===== src/rtl/lane_arb_pkg.sv =====
// Shared constants and helpers for the four-lane round-robin arbiter.
package lane_arb_pkg;

    localparam int NUM_LANES = 4;
    localparam int LANE_ID_W = 2;

    typedef logic [LANE_ID_W-1:0] lane_id_t;

    localparam lane_id_t PTR_RESET = 2'd0;

    // One-hot grant vector for a lane index.
    function automatic logic [NUM_LANES-1:0] lane_onehot(input lane_id_t lane);
        return 4'b0001 << lane;
    endfunction

endpackage


===== src/rtl/rr_pick.sv =====
// Combinational rotate-and-find-first lane selector.
// With LANE_ARB... see top: LANE_RR_ARBITER_PRIO0_EN gives lane 0 strict priority.
module rr_pick
    import lane_arb_pkg::*;
(
    input  logic [NUM_LANES-1:0] req,
    input  lane_id_t             ptr,
    output lane_id_t             g,
    output logic                 any_req
);

    logic [NUM_LANES-1:0] req_rr_s;
    lane_id_t             idx_s;
    lane_id_t             rr_g_s;
    logic                 found_s;

`ifdef LANE_RR_ARBITER_PRIO0_EN
    assign req_rr_s = req & 4'b1110;
`else
    assign req_rr_s = req;
`endif

    // First requesting lane at or after ptr, wrapping from lane 3 to lane 0.
    always_comb begin
        rr_g_s  = 2'd0;
        found_s = 1'b0;
        idx_s   = ptr;
        for (int i = 0; i < NUM_LANES; i++) begin
            idx_s = ptr + LANE_ID_W'(i);
            if (!found_s && req_rr_s[idx_s]) begin
                rr_g_s  = idx_s;
                found_s = 1'b1;
            end else begin
                found_s = found_s;
            end
        end
    end

`ifdef LANE_RR_ARBITER_PRIO0_EN
    assign g = req[0] ? 2'd0 : rr_g_s;
`else
    assign g = rr_g_s;
`endif

    assign any_req = |req;

endmodule


===== src/rtl/lane_rr_arbiter.sv =====
// Four-lane round-robin arbiter feeding a single registered output stage.
// Optional build macro LANE_RR_ARBITER_PRIO0_EN gives lane 0 strict priority.
module lane_rr_arbiter
    import lane_arb_pkg::*;
#(
    parameter int WIDTH = 8
) (
    input  logic                 clk,
    input  logic                 reset,
    input  logic [NUM_LANES-1:0] in_valid,
    input  logic [WIDTH-1:0]     in_data0,
    input  logic [WIDTH-1:0]     in_data1,
    input  logic [WIDTH-1:0]     in_data2,
    input  logic [WIDTH-1:0]     in_data3,
    output logic [NUM_LANES-1:0] in_ready,
    output logic                 out_valid,
    output logic [WIDTH-1:0]     out_data,
    output logic [LANE_ID_W-1:0] out_id,
    input  logic                 out_ready
);

    lane_id_t         ptr_q, ptr_d;
    logic             out_valid_q, out_valid_d;
    logic [WIDTH-1:0] out_data_q, out_data_d;
    lane_id_t         out_id_q, out_id_d;

    lane_id_t         grant_s;
    logic             any_req_s;
    logic             accept_s;
    logic             xfer_s;
    logic [WIDTH-1:0] sel_data_s;

    rr_pick u_pick (
        .req     (in_valid),
        .ptr     (ptr_q),
        .g       (grant_s),
        .any_req (any_req_s)
    );

    assign accept_s = !out_valid_q || out_ready;
    assign xfer_s   = any_req_s && accept_s && !reset;

    // Grant depends only on valid bits and pointer, never on payload.
    always_comb begin
        if (xfer_s) begin
            in_ready = lane_onehot(grant_s);
        end else begin
            in_ready = 4'b0000;
        end
    end

    // Payload mux for the granted lane.
    always_comb begin
        case (grant_s)
            2'd0:    sel_data_s = in_data0;
            2'd1:    sel_data_s = in_data1;
            2'd2:    sel_data_s = in_data2;
            2'd3:    sel_data_s = in_data3;
            default: sel_data_s = in_data0;
        endcase
    end

    // Next-state for the output register and rotation pointer.
    always_comb begin
        out_valid_d = out_valid_q;
        out_data_d  = out_data_q;
        out_id_d    = out_id_q;
        ptr_d       = ptr_q;
        if (xfer_s) begin
            out_valid_d = 1'b1;
            out_data_d  = sel_data_s;
            out_id_d    = grant_s;
`ifdef LANE_RR_ARBITER_PRIO0_EN
            if (grant_s == 2'd0) begin
                ptr_d = ptr_q;
            end else begin
                ptr_d = grant_s + 2'd1;
            end
`else
            ptr_d = grant_s + 2'd1;
`endif
        end else if (accept_s) begin
            out_valid_d = 1'b0;
        end else begin
            out_valid_d = out_valid_q;
        end
    end

    // State registers; reset discards any held word immediately.
    always_ff @(posedge clk or posedge reset) begin
        if (reset) begin
            out_valid_q <= 1'b0;
            out_data_q  <= {WIDTH{1'b0}};
            out_id_q    <= 2'd0;
            ptr_q       <= PTR_RESET;
        end else begin
            out_valid_q <= out_valid_d;
            out_data_q  <= out_data_d;
            out_id_q    <= out_id_d;
            ptr_q       <= ptr_d;
        end
    end

    assign out_valid = out_valid_q;
    assign out_data  = out_data_q;
    assign out_id    = out_id_q;

endmodule


===== config.mk =====
export PLATFORM = sky130hd
export DESIGN_NAME = lane_rr_arbiter
export DESIGN_NICKNAME = d
export VERILOG_FILES = /design/src/rtl/lane_arb_pkg.sv /design/src/rtl/rr_pick.sv /design/src/rtl/lane_rr_arbiter.sv
export SDC_FILE = /design/constraint.sdc
export NUM_CORES = 1
export LEC_CHECK = 0
export CORE_UTILIZATION = 37
export DETAILED_ROUTE_END_ITERATION = 16
export PLACE_DENSITY = 0.86
export SKIP_CTS_REPAIR_TIMING = 1
export SYNTH_ARGS = -nofsm -noshare
export SYNTH_HDL_FRONTEND = slang
export SYNTH_HIERARCHICAL = 1
export SYNTH_SLANG_ARGS = --single-unit

===== constraint.sdc =====
create_clock -name clk -period 3.1 [get_ports clk]
set_clock_uncertainty 0.1 [all_clocks]
set_input_delay 0.775 -clock clk [delete_from_list [all_inputs] [get_ports clk]]
set_output_delay 0.775 -clock clk [all_outputs]
set_load 0.01 [all_outputs]

==> implementation parameters <==
Parameter                              Value

Setup path
  Data arrival time of the worst path ... 2.14 ns
  Setup crit end ... in_ready[0]
  Startpoint type of the worst setup path ... primary input
  Critical path depth in cells ... 9
  Kind of cell adding the most delay to the critical path ... buffers and inverters
  Most numerous cell on the critical path ... dlymetal6s2s_1
  Max Fanout on Critical Path ... 3
  Critical R2R Launch ... ptr_q[0]$_DFFE_PP0P_
  CP max stage cell ... a21oi_2
  Register-to-register path setup slack ... 0.62 ns
  Total buffers and inverters traversed by the critical path ... 4
  Nature of the critical path endpoint ... output port
  End of the worst register-to-register path ... out_data[6]$_DFFE_PP0P_
  CP Data Required Time ... 2.22 ns
  List of cells traversed by the critical path ... dlymetal6s2s_1 > buf_4 > a21oi_1 > o21ai_0 > a21oi_2 > inv_1 > ha_1 > and2_1 > dlymetal6s2s_1
  Number of cells on the worst reg-to-reg path ... 9
  Worst setup path startpoint ... in_valid[1]
  Delay of the slowest critical-path stage ... 0.23 ns
  Worst Path Class, Setup ... in -> out

STA
  Tightest Pin Transition ... 0.5205 ns
  Post-layout min period ... 3.014 ns
  Tightest hold margin ... 0.4117 ns
  Final setup violation count ... 0
  Fmax achieved ... 0.3318 GHz
  Final Slew Violations ... 0
  Final clock period utilization by the worst path ... 97.21%
  Remaining max-slew budget at the tightest pin ... 65.30%
  RSZ-0062 raised after global routing ... false
  Crit path setup slack, layout ... 0.08648 ns
  Hold Fails Final Rpt ... 0

Global route
  GRT overflow ... 0
  Pin count of the biggest net entering global routing ... 14
  Initial antenna violation count ... 0
  Global-route wire length before repair ... 4353 microns
  Via count of the first global-routing pass ... 998
  Combined global-route utilization of all metal layers ... 22.69%

Layout
  Final instance area ... 1633 sq um
  Commonest non-fill, non-tap cell in the layout ... clkdlybuf4s50_1
  Fraction of layout instances using a drive strength above 1 ... 27.67%
  Number of non-filler instances in the completed layout ... 187
  Relative area change from synthesis to final layout ... 80.75%
  Most used cells in the layout excluding fill and tap cells ... clkdlybuf4s50_1, buf_4, inv_1
  Number of nets in the layout ... 204
  Number of filler cells placed in the layout ... 142
  Diodes inserted ... 0

CTS
  Clock slew at the register clock pins of the worst setup and hold paths ... 0.07 ns
  Clock root cell ... clkbuf_4
  Total clock buffers created by CTS ... 3
  H-tree lvl count ... 1
  Longest Clk Path Bufs ... 2
  Clock insertion delay at the later pin of the skew report ... 0.28 ns
  TritonCTS Sinks ... 13
  Clock tree from TritonCTS ... built

Pwr
  Total power draw ... 1.061 mW
  Leakage ... 0.8077 nW
  Peak supply drop ... 0.0003945 V
  Power per cell area ... 650.0 nW/um^2

Place
  Inst Count DP ... 178
  Minimum setup slack after placement ... -0.7256 ns
  Final Wtd Congestion ... 0.8256
  Post-detailed-placement half-perimeter wirelength ... 2314 microns
  Buffers on Ports ... 53
  Placement Cell Area ... 1530 sq um

Detailed routing
  Via count ... 988
  Detailed-routing iteration count for the pre-antenna-repair pass ... 6
  Routed WL per cell ... 16.82 microns
  Vias per cell ... 5.283
  Total wire length after detailed routing ... 3146 microns
  Antenna violation net count after detailed routing ... 0
  First DRT Iteration DRCs ... 33
  Number of design rule violations left after detail routing ... 0

Logic synthesis
  Post-synth design cell area ... 903.4 sq um
  Synth warnings ... 6
  Predominant post-synthesis flop cell ... dfrtp_1
  Seq cells post-synth ... 13
  Number of distinct standard cells referenced by the synthesized netlist ... 23
  Part of the Yosys area used for sequential elements ... 36.01%
  Count of flip-flops with a built-in enable after synthesis ... 0
  Number of cells produced by synthesis ... 89
  Syn nets ... 133
  Average cell area after synthesis ... 10.15 sq um
  Fraction of synthesis flops using an asynchronous set or reset pin ... 100.0%

Hold path
  Path class of the lowest-slack min-delay path ... reg -> reg

Floorplan
  Area inside the core boundary ... 2255 sq um
  Height of the die ... 51.41 microns
  # IOs ... 54
  Chip width ... 51.41 microns
  Die Outline Area ... 2643 sq um
  Number of placement rows ... 17
  Effective utilization at floorplan ... 40.07%

Status
  Outcome ... finished, final reports clean

Job
  Max-cap viol count ... 0
==> cells in the mapped netlist, types with 2 or more instances <==
cell type | number | area, sq um
o21ai_0 | 7 | 35.03
a21oi_1 | 4 | 20.02
and2_1 | 3 | 18.77
dfrtp_1 | 13 | 325.3
inv_1 | 15 | 56.30
buf_6 | 2 | 22.52
ha_1 | 5 | 62.56
nand2b_1 | 3 | 18.77
a222oi_1 | 8 | 80.08
mux2i_1 | 8 | 80.08
buf_2 | 2 | 10.01
mux2_2 | 8 | 90.09
==> layout make-up <==
| class | instances | area, sq um | share of cell area [%] |
|---|---|---|---|
| Multi-Input combinational cell | 55 | 515.5 | 31.57 |
| Tap cell | 28 | 35.03 | 2.146 |
| Timing Repair Buffer | 71 | 670.6 | 41.07 |
| Clock buffer | 4 | 26.28 | 1.609 |
| Inverter | 16 | 60.06 | 3.678 |
| Sequential cell | 13 | 325.3 | 19.92 |
==> power breakdown <==
part	switching [mW]	internal [mW]	total [mW]
sequential	0.0471	0.240	0.287
clock	0.0561	0.0500	0.106
combinational	0.285	0.383	0.668
==> per-layer routing <==
layer  up-vias  wire length, microns  share of wire (%)  global-route usage (%)
li1        456                     -                  -                       -
met1       463                  1187                 38                   23.43
met2        61                  1575                 50                   40.48
met3         8                   326                 10                   7.738
met4         0                    57                1.8                   10.81
met5         -                     0                  0                       0
==> flip-flops by register name (all words and copies together), names as in the netlist <==
| name | flops |
|---|---|
| out_data | 8 |
| out_id | 2 |
| out_valid | 1 |
| ptr_q | 2 |
==> through the flow <==
step                      utilization [%]  TNS, ns
after floorplan                         -        0
after global placement              67.87   -4.448
after detailed placement            67.87   -5.660
after CTS                           69.03   -3.330
after global routing                72.42        0
final                               72.42        0
==> kinds of logic (layout without fill, tap and decap cells) <==
| logic type | count (synthesis) | in the layout | synth area share, % |
|---|---|---|---|
| adders and majority gates | 5 | 5 | 6.925 |
| and+or+nand+nor | 12 | 12 | 8.865 |
| AOI/OAI and AO/OA | 21 | 21 | 17.04 |
| muxes | 17 | 17 | 20.50 |
| DFF | 13 | 13 | 36.01 |
| buffers and inverters | 21 | 91 | 10.66 |
==> worst min-delay path by stage <==
stage                                        from                      end  cells past startpoint  slack (ns)
after floorplan              ptr_q[0]$_DFFE_PP0P_     ptr_q[0]$_DFFE_PP0P_                      2        0.43
after global placement    out_data[7]$_DFFE_PP0P_  out_data[7]$_DFFE_PP0P_                      1        0.39
after detailed placement  out_data[3]$_DFFE_PP0P_  out_data[3]$_DFFE_PP0P_                      1        0.40
after CTS                 out_data[3]$_DFFE_PP0P_  out_data[3]$_DFFE_PP0P_                      1        0.42
after global routing      out_data[7]$_DFFE_PP0P_  out_data[7]$_DFFE_PP0P_                      1        0.43
final                     out_data[3]$_DFFE_PP0P_  out_data[3]$_DFFE_PP0P_                      1        0.41
No activity file was read; power rests on OpenSTA's default activity.
